===== src/rtl/cu_pkg.sv =====
// Shared types for the multicycle control unit: state and opcode encodings, ALU add constant.
package cu_pkg;

    typedef enum logic [2:0] {
        FETCH  = 3'd0,
        DECODE = 3'd1,
        EXEC   = 3'd2,
        MEM_RD = 3'd3,
        MEM_WR = 3'd4,
        WB     = 3'd5,
        BRANCH = 3'd6,
        TRAP   = 3'd7
    } state_t;

    typedef enum logic [2:0] {
        OP_ALU_R = 3'd0,
        OP_ALU_I = 3'd1,
        OP_LOAD  = 3'd2,
        OP_STORE = 3'd3,
        OP_BEQ   = 3'd4,
        OP_B     = 3'd5
    } opcode_t;

    localparam int ALU_ADD = 0;

endpackage


===== src/rtl/multicycle_control_unit_if.sv =====
// Control-unit <-> datapath/memory bundle; master = control unit, slave = datapath and memory.
// The trap output exists only when CU_ILLEGAL_TRAP_EN is defined.
interface multicycle_control_unit_if #(
    parameter int INSTR_W = 16,
    parameter int FUNCT_W = 2,
    parameter int CNT_W   = 16
);
    logic [INSTR_W-1:0] instr;
    logic               eq_flag;
    logic               mem_ready;
    logic               mem_req;
    logic               mem_read;
    logic               mem_write;
    logic               ir_write;
    logic               pc_write;
    logic               pc_src;
    logic               reg_write;
    logic               mem_to_reg;
    logic [1:0]         reg_src;
    logic               alu_src_b;
    logic [FUNCT_W-1:0] alu_ctrl;
    logic               busy;
    logic [2:0]         state_o;
    logic [CNT_W-1:0]   instr_retired;
`ifdef CU_ILLEGAL_TRAP_EN
    logic               trap;

    modport master (
        input  instr, eq_flag, mem_ready,
        output mem_req, mem_read, mem_write, ir_write, pc_write, pc_src, reg_write,
               mem_to_reg, reg_src, alu_src_b, alu_ctrl, busy, state_o, instr_retired, trap
    );
    modport slave (
        output instr, eq_flag, mem_ready,
        input  mem_req, mem_read, mem_write, ir_write, pc_write, pc_src, reg_write,
               mem_to_reg, reg_src, alu_src_b, alu_ctrl, busy, state_o, instr_retired, trap
    );
`else
    modport master (
        input  instr, eq_flag, mem_ready,
        output mem_req, mem_read, mem_write, ir_write, pc_write, pc_src, reg_write,
               mem_to_reg, reg_src, alu_src_b, alu_ctrl, busy, state_o, instr_retired
    );
    modport slave (
        output instr, eq_flag, mem_ready,
        input  mem_req, mem_read, mem_write, ir_write, pc_write, pc_src, reg_write,
               mem_to_reg, reg_src, alu_src_b, alu_ctrl, busy, state_o, instr_retired
    );
`endif
endinterface


===== src/rtl/cu_op_decode.sv =====
// Combinational opcode classifier; anything outside the six defined opcodes is illegal.
module cu_op_decode
    import cu_pkg::*;
#(
    parameter int OP_W = 3
) (
    input  logic [OP_W-1:0] op,
    output logic            is_alu_r,
    output logic            is_alu_i,
    output logic            is_load,
    output logic            is_store,
    output logic            is_beq,
    output logic            is_b,
    output logic            is_illegal
);
    assign is_alu_r   = (op == OP_W'(OP_ALU_R));
    assign is_alu_i   = (op == OP_W'(OP_ALU_I));
    assign is_load    = (op == OP_W'(OP_LOAD));
    assign is_store   = (op == OP_W'(OP_STORE));
    assign is_beq     = (op == OP_W'(OP_BEQ));
    assign is_b       = (op == OP_W'(OP_B));
    assign is_illegal = ~(is_alu_r | is_alu_i | is_load | is_store | is_beq | is_b);
endmodule


===== src/rtl/multicycle_control_unit.sv =====
// Multicycle FETCH/DECODE/EXEC/MEM/WB sequencer driving datapath enables and a retire counter.
// Optional CU_ILLEGAL_TRAP_EN: illegal opcodes lock the unit in TRAP until reset.
module multicycle_control_unit
    import cu_pkg::*;
#(
    parameter int INSTR_W = 16,
    parameter int OP_W    = 3,
    parameter int FUNCT_W = 2,
    parameter int CNT_W   = 16
) (
    input  logic                      clk,
    input  logic                      reset,
    multicycle_control_unit_if.master bus
);
    state_t             state;
    logic [OP_W-1:0]    op_q;
    logic [FUNCT_W-1:0] funct_q;
    logic [CNT_W-1:0]   retired;
    logic [OP_W-1:0]    op_in;
    logic [OP_W-1:0]    op_sel;
    logic               is_alu_r, is_alu_i, is_load, is_store, is_beq, is_b, is_illegal;
    logic               retire;
    logic               unused_instr_bits;

    assign op_in             = bus.instr[INSTR_W-1 -: OP_W];
    assign unused_instr_bits = ^bus.instr;

    // DECODE steers on the live IR (the latch is loaded on that same edge); later states use the latch.
    assign op_sel = (state == DECODE) ? op_in : op_q;

    cu_op_decode #(.OP_W(OP_W)) u_op_decode (
        .op         (op_sel),
        .is_alu_r   (is_alu_r),
        .is_alu_i   (is_alu_i),
        .is_load    (is_load),
        .is_store   (is_store),
        .is_beq     (is_beq),
        .is_b       (is_b),
        .is_illegal (is_illegal)
    );

    always_comb begin
        retire = 1'b0;
        case (state)
`ifndef CU_ILLEGAL_TRAP_EN
            DECODE:     retire = is_illegal;
`endif
            MEM_WR:     retire = bus.mem_ready;
            WB, BRANCH: retire = 1'b1;
            default:    retire = 1'b0;
        endcase
    end

    always_ff @(posedge clk or posedge reset) begin
        if (reset) begin
            state   <= FETCH;
            op_q    <= '0;
            funct_q <= '0;
            retired <= '0;
        end else begin
            if (retire) retired <= retired + 1'b1;
            case (state)
                FETCH:  if (bus.mem_ready) state <= DECODE;
                DECODE: begin
                    op_q    <= op_in;
                    funct_q <= bus.instr[FUNCT_W-1:0];
                    if (is_alu_r | is_alu_i | is_load | is_store) state <= EXEC;
                    else if (is_beq | is_b)                       state <= BRANCH;
`ifdef CU_ILLEGAL_TRAP_EN
                    else                                          state <= TRAP;
`else
                    else                                          state <= FETCH;
`endif
                end
                EXEC: begin
                    if (is_load)       state <= MEM_RD;
                    else if (is_store) state <= MEM_WR;
                    else               state <= WB;
                end
                MEM_RD:     if (bus.mem_ready) state <= WB;
                MEM_WR:     if (bus.mem_ready) state <= FETCH;
                WB, BRANCH: state <= FETCH;
                TRAP:       state <= TRAP;
                default:    state <= FETCH;
            endcase
        end
    end

    // Outputs are forced low throughout reset, even though the state register already reads FETCH.
    always_comb begin
        bus.mem_req    = 1'b0;
        bus.mem_read   = 1'b0;
        bus.mem_write  = 1'b0;
        bus.ir_write   = 1'b0;
        bus.pc_write   = 1'b0;
        bus.pc_src     = 1'b0;
        bus.reg_write  = 1'b0;
        bus.mem_to_reg = 1'b0;
        bus.reg_src    = 2'b00;
        bus.alu_src_b  = 1'b0;
        bus.alu_ctrl   = '0;
        bus.busy       = 1'b0;
        bus.state_o    = 3'd0;
`ifdef CU_ILLEGAL_TRAP_EN
        bus.trap       = 1'b0;
`endif
        if (!reset) begin
            bus.busy    = (state != FETCH);
            bus.state_o = state;
            case (state)
                FETCH: begin
                    bus.mem_req  = 1'b1;
                    bus.mem_read = 1'b1;
                    bus.ir_write = bus.mem_ready;
                    bus.pc_write = bus.mem_ready;
                end
                EXEC: begin
                    bus.alu_src_b  = ~is_alu_r;
                    bus.alu_ctrl   = is_alu_r ? funct_q : FUNCT_W'(ALU_ADD);
                    bus.reg_src[1] = is_store;
                end
                MEM_RD: begin
                    bus.mem_req  = 1'b1;
                    bus.mem_read = 1'b1;
                end
                MEM_WR: begin
                    bus.mem_req    = 1'b1;
                    bus.mem_write  = 1'b1;
                    bus.reg_src[1] = 1'b1;
                end
                WB: begin
                    bus.reg_write  = 1'b1;
                    bus.mem_to_reg = is_load;
                end
                BRANCH: begin
                    bus.pc_src     = 1'b1;
                    bus.pc_write   = is_b | bus.eq_flag;
                    bus.reg_src[0] = is_beq;
                end
`ifdef CU_ILLEGAL_TRAP_EN
                TRAP:    bus.trap = 1'b1;
`endif
                default: ;
            endcase
        end
    end

    assign bus.instr_retired = retired;

endmodule

===== src/flat_wrapper.sv =====
// flat-port wrapper written by rule: the top's interface ports become plain ports
module multicycle_control_unit_flat import cu_pkg::*;
#(
    parameter int INSTR_W = 16,
    parameter int OP_W    = 3,
    parameter int FUNCT_W = 2,
    parameter int CNT_W   = 16
)
  (clk, reset, bus_instr, bus_eq_flag, bus_mem_ready, bus_mem_req, bus_mem_read, bus_mem_write, bus_ir_write, bus_pc_write, bus_pc_src, bus_reg_write, bus_mem_to_reg, bus_reg_src, bus_alu_src_b, bus_alu_ctrl, bus_busy, bus_state_o, bus_instr_retired);
  multicycle_control_unit_if #(.INSTR_W(INSTR_W), .FUNCT_W(FUNCT_W), .CNT_W(CNT_W)) bus_i ();
  input  logic clk;
  input  logic reset;
  input wire logic [$bits(bus_i.instr)-1:0] bus_instr;
  input wire logic [$bits(bus_i.eq_flag)-1:0] bus_eq_flag;
  input wire logic [$bits(bus_i.mem_ready)-1:0] bus_mem_ready;
  output wire logic [$bits(bus_i.mem_req)-1:0] bus_mem_req;
  output wire logic [$bits(bus_i.mem_read)-1:0] bus_mem_read;
  output wire logic [$bits(bus_i.mem_write)-1:0] bus_mem_write;
  output wire logic [$bits(bus_i.ir_write)-1:0] bus_ir_write;
  output wire logic [$bits(bus_i.pc_write)-1:0] bus_pc_write;
  output wire logic [$bits(bus_i.pc_src)-1:0] bus_pc_src;
  output wire logic [$bits(bus_i.reg_write)-1:0] bus_reg_write;
  output wire logic [$bits(bus_i.mem_to_reg)-1:0] bus_mem_to_reg;
  output wire logic [$bits(bus_i.reg_src)-1:0] bus_reg_src;
  output wire logic [$bits(bus_i.alu_src_b)-1:0] bus_alu_src_b;
  output wire logic [$bits(bus_i.alu_ctrl)-1:0] bus_alu_ctrl;
  output wire logic [$bits(bus_i.busy)-1:0] bus_busy;
  output wire logic [$bits(bus_i.state_o)-1:0] bus_state_o;
  output wire logic [$bits(bus_i.instr_retired)-1:0] bus_instr_retired;
  assign bus_i.instr = bus_instr;
  assign bus_i.eq_flag = bus_eq_flag;
  assign bus_i.mem_ready = bus_mem_ready;
  assign bus_mem_req = bus_i.mem_req;
  assign bus_mem_read = bus_i.mem_read;
  assign bus_mem_write = bus_i.mem_write;
  assign bus_ir_write = bus_i.ir_write;
  assign bus_pc_write = bus_i.pc_write;
  assign bus_pc_src = bus_i.pc_src;
  assign bus_reg_write = bus_i.reg_write;
  assign bus_mem_to_reg = bus_i.mem_to_reg;
  assign bus_reg_src = bus_i.reg_src;
  assign bus_alu_src_b = bus_i.alu_src_b;
  assign bus_alu_ctrl = bus_i.alu_ctrl;
  assign bus_busy = bus_i.busy;
  assign bus_state_o = bus_i.state_o;
  assign bus_instr_retired = bus_i.instr_retired;
  multicycle_control_unit #(.INSTR_W(INSTR_W), .OP_W(OP_W), .FUNCT_W(FUNCT_W), .CNT_W(CNT_W)) u_core (.clk(clk), .reset(reset), .bus(bus_i));
endmodule

===== config.mk =====
export PLATFORM = sky130hd
export DESIGN_NAME = multicycle_control_unit_flat
export DESIGN_NICKNAME = d
export VERILOG_FILES = /design/src/rtl/cu_pkg.sv /design/src/rtl/multicycle_control_unit_if.sv /design/src/rtl/cu_op_decode.sv /design/src/rtl/multicycle_control_unit.sv /design/src/flat_wrapper.sv
export SDC_FILE = /design/constraint.sdc
export NUM_CORES = 1
export LEC_CHECK = 0
export CAP_MARGIN = 20
export CORE_MARGIN = 1.5
export CORE_UTILIZATION = 43
export CTS_CLUSTER_SIZE = 20
export DETAILED_ROUTE_END_ITERATION = 6
export PLACE_DENSITY = 0.79
export SLEW_MARGIN = 20
export SYNTH_ARGS = -nofsm -noshare
export SYNTH_HDL_FRONTEND = slang
export SYNTH_SLANG_ARGS = --single-unit

===== constraint.sdc =====
create_clock -name clk -period 2.35 [get_ports clk]
set_input_delay 0.235 -clock clk [delete_from_list [all_inputs] [get_ports clk]]
set_output_delay 0.235 -clock clk [all_outputs]
set_load 0.01 [all_outputs]

**After elaboration in Yosys (flattened, before gate mapping)**

Cells that the tools add are included.

- Add/subtract/negate cells: 1
- Eq/ne operators: 15
- Multiplexer cells: 36
- Bitwise operators: 9
- Reduce and logical (&&, ||, !) cells: 7

Operator list:

| kind | count |
|---|---|
| $mux W3 | 8 |
| $pmux W3 S7 | 1 |
| $mux W1 | 20 |
| $eq A3 B3 Y1 const B | 6 |
| $add A16 B1 Y16 const B | 1 |
| $eq A3 B2 Y1 const B | 4 |
| $mux W2 | 4 |
| $or A1 B1 Y1 | 7 |
| $eq A3 B1 Y1 const B | 2 |
| $logic_not A3 Y1 | 2 |
| $ne A2 B2 Y1 const B | 3 |
| $pmux W1 S2 | 2 |
| $reduce_or A2 Y1 | 2 |
| $pmux W1 S3 | 1 |
| $reduce_and A3 Y1 | 1 |
| $reduce_bool A3 Y1 | 1 |
| $reduce_or A3 Y1 | 1 |
| $not A1 Y1 | 2 |

- Flip-flop bits (word level): 24
- Bits of input ports: 20
- Output and inout port bits: 33
- Logic and storage cells: 72

**Depth between registers and ports, before layout**

Gate-level depths: netlist of the first run.

- Word-level depth: 10
- Mapped depth: 5
- Depth with buffers taken out: 5

**Hierarchy**

From an unflattened synthesis of the first run, not the netlist that was laid out.

- Cell total of the unflattened synthesis: 136
- Area total of the unflattened synthesis: 1,330.0 um^2

Modules (own cells, without submodules):

| module | times used | cells an instance | area each (um^2) | sequential area each (um^2) |
|---|---|---|---|---|
| multicycle_control_unit | 1 | 129 | 1,275.0 | 600.6 |
| cu_op_decode | 1 | 7 | 55.1 | 0.0 |

**Least setup slack after synthesis of the first run**

No wires, ideal clock.

- Path type: flip-flop to output port
- From: register u_core.state[2]
- To: output port bus_pc_write
- Arrival: 1.640 ns
- Data required time: 2.115 ns
- Setup slack: 0.475 ns
- Stages on the path, launching flop included: 6
- Cells stage by stage: dfrtp_1 > buf_2 > nor3b_4 > mux2_2 > a31o_1 > a21o_1

- Cells in the longest elaborated chain, start to end: 6
- Elaborated cells between the ends (all ways): 8
- Those cells by class: eq/ne: 3; mux: 3; bitwise: 1; reduce/logical: 1

RTL lines:

| what | line | source |
|---|---|---|
| start, declared | multicycle_control_unit.sv:15 | `state_t state;` |
| start signal, assigned | multicycle_control_unit.sv:56 | `state <= FETCH;` |
| start signal, assigned | multicycle_control_unit.sv:63 | `FETCH: if (bus.mem_ready) state <= DECODE;` |
| start signal, assigned | multicycle_control_unit.sv:67 | `if (is_alu_r \| is_alu_i \| is_load \| is_store) state <= EXEC;` |
| $eq A3 B1 Y1 | multicycle_control_unit.sv:29 | `assign op_sel = (state == DECODE) ? op_in : op_q;` |
| $mux W3 | - |  |
| net u_core.op_sel[0] | multicycle_control_unit.sv:20 | `logic [OP_W-1:0] op_sel;` |
| $eq A3 B3 Y1 | cu_op_decode.sv:21 | `assign is_b = (op == OP_W'(OP_B));` |
| $or A1 B1 Y1 | multicycle_control_unit.sv:137 | `bus.pc_write = is_b \| bus.eq_flag;` |
| $pmux W1 S2 | multicycle_control_unit.sv:110 | `case (state)` |
| $mux W1 | multicycle_control_unit.sv:107 | `if (!reset) begin` |
| end, declared | flat_wrapper.sv:20 | `output wire logic [$bits(bus_i.pc_write)-1:0] bus_pc_write;` |

The timed path passes the listed nets, and every way through them passes these cells.

**Worst setup path in the final report of the first run**

- From: register u_core.state[1]
- To: output port bus_alu_ctrl[1]

- Cells in the longest elaborated chain, start to end: 6
- Elaborated cells between the ends (all ways): 7
- Those cells by class: eq/ne: 2; mux: 4; reduce/logical: 1

RTL lines:

| what | line | source |
|---|---|---|
| $eq A3 B1 Y1 | multicycle_control_unit.sv:29 |  |
| $mux W3 | - |  |
| net u_core.op_sel[2] | multicycle_control_unit.sv:20 |  |
| $logic_not A3 Y1 | cu_op_decode.sv:16 | `assign is_alu_r = (op == OP_W'(OP_ALU_R));` |
| $mux W2 | multicycle_control_unit.sv:119 | `bus.alu_ctrl = is_alu_r ? funct_q : FUNCT_W'(ALU_ADD);` |
| $mux W2 | multicycle_control_unit.sv:110 |  |
| $mux W2 | multicycle_control_unit.sv:107 |  |
| end, declared | flat_wrapper.sv:26 | `output wire logic [$bits(bus_i.alu_ctrl)-1:0] bus_alu_ctrl;` |

The timed path passes the listed nets, and every way through them passes these cells.

==> metrics.yaml, run 1 <==
global_routing:
  top_usage_layer: "met2"
  grt_pass1_wl_microns: 5310
  antenna_found_initial: 0
  grt_util_met2: 0.345
  grt_overflow: 0
  grt_pass1_vias: 1187
  met3_usage: 0.0286
  grt_use_met1: 0.256
  track_usage: 0.197
  grt_max_degree: 25
yosys:
  syn-num-nets: 150
  yosysTopAreaCell: "dfrtp_1"
  synth_compound_area_frac: 0.119
  yosys-top-cells-area: "dfrtp_1, xnor2_1, mux2_2, a2111oi_4, nand2_1"
  synthMuxAreaShare: 0.0572
  synthAdderAreaFrac: 0.00938
  synth-seq-cells: 24
  synth_top_family_by_area: "simple AND/OR/NAND/NOR gates"
  yosys_warnings: 0
  seq_area_frac_synth: 0.450
  syn_avg_cell_area_sq_um: 10.3
  synthFlopType: "dfrtp_1"
  syn_area_sq_um: 1330
  syn_inst: 129
  synth_edf_count: 0
  yosysTopAreaCellShare: 0.450
  yosysUniqueCellTypes: 37
  synthSimpleGateAreaFrac: 0.235
  synth-xor-area-share: 0.0985
  async_flop_share: 1.00
sta:
  hold_violations: 0
  fmaxAchievable_ghz: 0.449
  timing.hold.ws_ns: 0.393
  finalCriticalPeriod_ns: 2.23
  drv_slew: 0
  setup_viol: 0
  fin_tns_setup_ns: 0
  tightest_slew_ns: 0.565
  max_slew_margin: 0.623
  skew_ns: 0.00523
  setup_slack_ns: 0.123
  period_share: 0.948
worst_setup_path:
  crit_start: "u_core.state[1]"
  start_kind: "flop"
  worst-setup-path-type: "reg2out"
  cp_top_family: "simple AND/OR/NAND/NOR gates"
  worstReg2RegEnd: "u_core.bus.instr_retired[12]"
  path_buf_inv: 1
  reg2reg_from: "u_core.state[0]"
  endpoint_kind: "output pin"
  reg2reg_depth: 6
  path_depth: 5
  crit_required_ns: 2.12
  path_cells: "nor3b_4 -> mux2_4 -> nor3_2 -> and2_1 -> clkdlybuf4s15_1"
  slowest_stage: "dfrtp_1"
  arrival_ns: 1.99
  crit_end: "bus_alu_ctrl[1]"
  crit_fanout: 4
  timing.reg2reg.setup_slack_ns: 0.52
  cp_slowest_stage_delay_ns: 0.43
clock_network:
  cts_num_sinks: 24
  h-tree-depth: 1
  cts-hold-fix-buffers: 0
  clockBufferDepth: 2
  cts_root_buf: "clkbuf_4"
  cts_buffers: 3
  clk_latency_ns: 0.32
  tritoncts: "yes"
  path_clk_slew_ns: 0.13
die:
  die_area_sq_um: 3450
  die_y_microns: 58.7
  fp-row-count: 20
  io_pins: 53
  fp.coreArea_sq_um: 3000
  fp.dieW_microns: 58.7
  initial_core_util: 0.444
cells_and_area:
  stdcell_area_sq_um: 2000
  diodes: 0
  drive_gt1_frac: 0.195
  area_growth_pct: 50.0
  final_common_cell: "clkdlybuf4s50_1"
  finalNetCount: 207
  n_fill_cell: 247
  final_cell_mix: "clkdlybuf4s50_1, dfrtp_1, xnor2_1, buf_4, nand2_1"
detailed_routing:
  drt_iter0_drc: 37
  drt-total-wl_microns: 3290
  via_per_inst: 5.54
  final_antenna_net_count: 0
  vias: 1207
  firstDrtPassIters: 4
  wl_per_cell_microns: 15.1
  drc_errors: 0
power_and_ir_drop:
  vdd_drop_max_mv: 0.607
  p_leak_uw: 0.000904
  p_per_area_nw_per_um2: 1010
placed_design:
  place.port_buffers: 41
  pre_cts_ws_ns: 0.0906
  placed_cell_area_sq_um: 1820
  globalplace.congestion: 0.852
  dp_hpwl_microns: 2280
hold_path:
  hp-class: "in2async"
outcome:
  outcome: "complete, no violations"
run:
  maxCapViolCount: 0
==> Yosys cell counts (2+ instances only) <==
cell type,number
nand4_1,5
nor2b_1,2
inv_1,6
dfrtp_1,24
mux2i_1,2
mux2_2,5
xnor2_1,14
and3_1,2
a2111oi_4,2
a21oi_1,4
and2_1,5
nor2_1,10
and4_1,4
nand3_1,6
nor3_1,4
nor3b_1,2
o21ai_0,2
buf_2,2
nand2_1,10
==> final cells by class <==
| cell class | instances | area [sq um] | share of cell area |
|---|---|---|---|
| flip-flops and latches | 24 | 601 | 0.300 |
| repair buffers | 56 | 539 | 0.270 |
| well taps | 33 | 41.3 | 0.0206 |
| multi-input cells | 95 | 741 | 0.370 |
| clock buffers | 3 | 22.5 | 0.0113 |
| inverters | 6 | 26.3 | 0.0131 |
| clock inverters | 1 | 30.0 | 0.0150 |
==> cells by family (layout without fill, tap and decap cells) <==
group                      Yosys count  in the layout
buffers and inverters               10             66
adders and majority gates            1              1
AOI/OAI and AO/OA                   17             17
DFF                                 24             24
xor gates and xnor gates            15             15
and+or+nand+nor                     55             55
muxes                                7              7
==> timing repair <==
| action | 4_1_cts | 5_1_grt |
|---|---|---|
| resized for setup | 7 | 14 |
| endpoints found under the hold margin | 0 | 0 |
| setup buffers | 1 | 7 |
| pin swaps | 1 | 1 |
| endpoints found under the setup margin | 6 | 8 |
==> sequential cells by signal, indices dropped and copies added, names as in the netlist <==
| name | flops |
|---|---|
| u_core.bus.instr_retired | 16 |
| u_core.state | 3 |
| u_core.funct_q | 2 |
| u_core.op_q | 3 |
==> per-layer routing <==
metal,share of wire,vias to the layer above
met5,0,-
met4,0.023,0
met3,0.054,6
met2,0.49,53
met1,0.43,576
li1,-,572
==> metrics by stage <==
step | utilization | cells | total power, uW
final | 0.666 | 218 | 2020
after floorplan | - | 129 | 1170
after global placement | 0.606 | 206 | 1500
after detailed placement | 0.606 | 206 | 1530
after global routing | 0.666 | 218 | 2140
after CTS | 0.633 | 211 | 1880
==> worst register-to-register path: cells and delay by family, from the launching register on <==
family	cells	cell delay, ns
simple gates	1	0.19
compound gates	1	0.54
xor+xnor	1	0.16
flops	1	0.37
buf+inv	3	0.47
==> how the worst min path moves through the flow <==
stage                                   endpoint  slack [ns]
finish               u_core.bus.instr_retired[6]        0.39
global placement    u_core.bus.instr_retired[15]        0.46
global route        u_core.bus.instr_retired[11]        0.40
floorplan            u_core.bus.instr_retired[0]        0.26
CTS                  u_core.bus.instr_retired[8]        0.37
detailed placement  u_core.bus.instr_retired[15]        0.46
==> power by group <==
part	internal, uW	switching [uW]	leakage [uW]
Clock	173	127	0.0000279
Combinational	574	500	0.000564
Sequential	529	114	0.000312
Power figures use the tool's default switching activity.
==> inputs of run 2 (changes only) <==
--- a/config.mk
+++ b/config.mk
@@ -6,11 +6,11 @@
 export NUM_CORES = 1
 export LEC_CHECK = 0
 export CAP_MARGIN = 20
+export CORE_ASPECT_RATIO = 1.25
 export CORE_MARGIN = 1.5
-export CORE_UTILIZATION = 43
+export CORE_UTILIZATION = 25
 export CTS_CLUSTER_SIZE = 20
 export DETAILED_ROUTE_END_ITERATION = 6
-export PLACE_DENSITY = 0.79
 export SLEW_MARGIN = 20
 export SYNTH_ARGS = -nofsm -noshare
 export SYNTH_HDL_FRONTEND = slang
==> run 2 against run 1 <==
- clock-buffer cell count unchanged
- critical endpoint is now bus_reg_src[0]
- non-clock buffer count decreased by 1
- die area increased by 68%
- largest cell class unchanged
- setup slack got worse by 0.014 ns
- sequential share of layout area increased by 0.056 points
- flip-flop and latch count unchanged
- register-to-register slack improved by 0.10 ns
- largest power group unchanged
==> metrics.yaml, run 2 (synthesized netlist as in run 1, its figures left out) <==
power_and_ir_drop:
  p_per_area_nw_per_um2: 985
  vdd_drop_max_mv: 0.470
  p_leak_uw: 0.000846
cells_and_area:
  n_fill_cell: 522
  final_cell_mix: "clkdlybuf4s50_1, dfrtp_1, xnor2_1, buf_4"
  largest_register_ffs: 16
  diodes: 0
  finalNetCount: 206
  final_common_cell: "clkdlybuf4s50_1"
  stdcell_area_sq_um: 2000
  fin_util: 0.390
  area_growth_pct: 49.7
  drive_gt1_frac: 0.179
die:
  initial_core_util: 0.261
  fp.dieW_microns: 68.3
  fp-row-count: 29
  fp.coreArea_sq_um: 5120
  die_area_sq_um: 5790
  die_y_microns: 84.7
  io_pins: 53
outcome:
  outcome: "complete, no violations"
global_routing:
  grt_overflow: 0
  track_usage: 0.116
  antenna_found_initial: 0
  grt_pass1_vias: 1111
  grt_pass1_wl_microns: 5210
  grt_max_degree: 26
sta:
  finalCriticalPeriod_ns: 2.24
  period_share: 0.954
  fmaxAchievable_ghz: 0.446
  max_slew_margin: 0.666
  hold_violations: 0
  rsz0062_at_grt: "no"
  skew_ns: 0.00408
  fin_tns_setup_ns: 0
  tightest_slew_ns: 0.502
  setup_viol: 0
  drv_slew: 0
run:
  maxCapViolCount: 0
hold_path:
  hp-class: "in2async"
worst_setup_path:
  timing.reg2reg.setup_slack_ns: 0.62
  crit_required_ns: 2.12
  worst-setup-path-type: "reg2out"
  cp_slowest_stage_delay_ns: 0.47
  start_kind: "flop"
  path_depth: 5
  crit_end: "bus_reg_src[0]"
  worstReg2RegEnd: "u_core.bus.instr_retired[15]"
  path_buf_inv: 2
  crit_start: "u_core.state[1]"
  reg2reg_depth: 5
  arrival_ns: 2.01
  reg2reg_from: "u_core.state[1]"
  slowest_stage: "clkdlybuf4s50_1"
  endpoint_kind: "output pin"
  cp_top_family: "buffers and inverters"
  crit_fanout: 4
  path_cells: "nor3b_4 -> buf_4 -> mux2_4 -> and3_1 -> clkdlybuf4s50_1"
placed_design:
  globalplace.congestion: 0.721
  place.port_buffers: 41
  placed_cell_area_sq_um: 1890
  dp_hpwl_microns: 2340
clock_network:
  cts-hold-fix-buffers: 0
  h-tree-depth: 1
  cts_buffers: 3
  cts_num_sinks: 24
  clk_latency_ns: 0.26
  tritoncts: "yes"
  clockBufferDepth: 2
  cts_root_buf: "clkbuf_8"
  path_clk_slew_ns: 0.09
detailed_routing:
  via_per_inst: 4.71
  drt-total-wl_microns: 3140
  drc_errors: 0
  drt_iter0_drc: 37
  wl_per_cell_microns: 12.8
  final_antenna_net_count: 0
  firstDrtPassIters: 4
  vias: 1159
==> run 2: cell count changes in the layout (fill, tap and decap cells not counted), moves of 2 or more <==
cell             previous run  this run
mux2i_2                     0         2
dlygate4sd2_1               0         3
clkdlybuf4s50_1            34        36
mux2i_4                     2         0
clkbuf_8                    0         3
clkbuf_4                    3         0
dlymetal6s2s_1              5         1
clkdlybuf4s15_1             2         0
==> run 2: worst min path at each step <==
stage                            startpoint                      endpoint  slack, ns
3_5_place_dp   u_core.bus.instr_retired[15]  u_core.bus.instr_retired[15]       0.47
4_1_cts                               reset               u_core.state[1]       0.42
3_3_place_gp   u_core.bus.instr_retired[15]  u_core.bus.instr_retired[15]       0.47
5_1_grt                               reset                u_core.op_q[1]       0.46
6_report                              reset               u_core.state[1]       0.41
2_1_floorplan                         reset   u_core.bus.instr_retired[0]       0.26
==> run 2: through the flow <==
stage | setup slack, ns | total power (uW) | cells | hold WS (ns)
finish | 0.108 | 1970 | 246 | 0.413
global route | 0.0213 | 2110 | 246 | 0.464
CTS | 0.0344 | 1970 | 245 | 0.422
detailed placement | 0.101 | 1560 | 239 | 0.475
global placement | 0.116 | 1550 | 239 | 0.475
floorplan | 0.475 | 1170 | 129 | 0.264
==> run 2: repair_timing <==
item	CTS	global route
endpoints found under the setup margin	4	3
resized for setup	8	4
buffers inserted	2	1
pin swaps	1	1
==> run 2: final cells by class <==
type                            instances  area, sq um  area share
Multi-Input combinational cell         95          716       0.358
Sequential cell                        24          601       0.301
Timing Repair Buffer                   55          509       0.255
Tap cell                               62         77.6      0.0388
Clock buffer                            3         41.3      0.0207
Clock inverter                          1         30.0      0.0150
Inverter                                6         22.5      0.0113
==> run 2: where the power goes <==
part | internal, uW | total (uW) | switching, uW
Combinational | 515 | 970 | 455
Sequential | 529 | 638 | 109
Clock | 228 | 359 | 132
==> run 2: layer usage <==
metal / part of all wire / track usage / wire, microns / vias to the layer above
met5: 0 / 0 / 0 / -
met1: 0.48 / 0.156 / 1500 / 551
met4: 0.0061 / 0.0382 / 19 / 0
met2: 0.46 / 0.189 / 1450 / 36
met3: 0.052 / 0.0134 / 163 / 2
li1: - / - / - / 570
==> run 2: worst reg2reg max path, cell delays in order, from the launching register on <==
cell and delay, ns:
dfrtp_1 0.39, buf_4 0.20, o21ai_2 0.13, a2111oi_4 0.56, nand4_1 0.19, xnor2_1 0.16
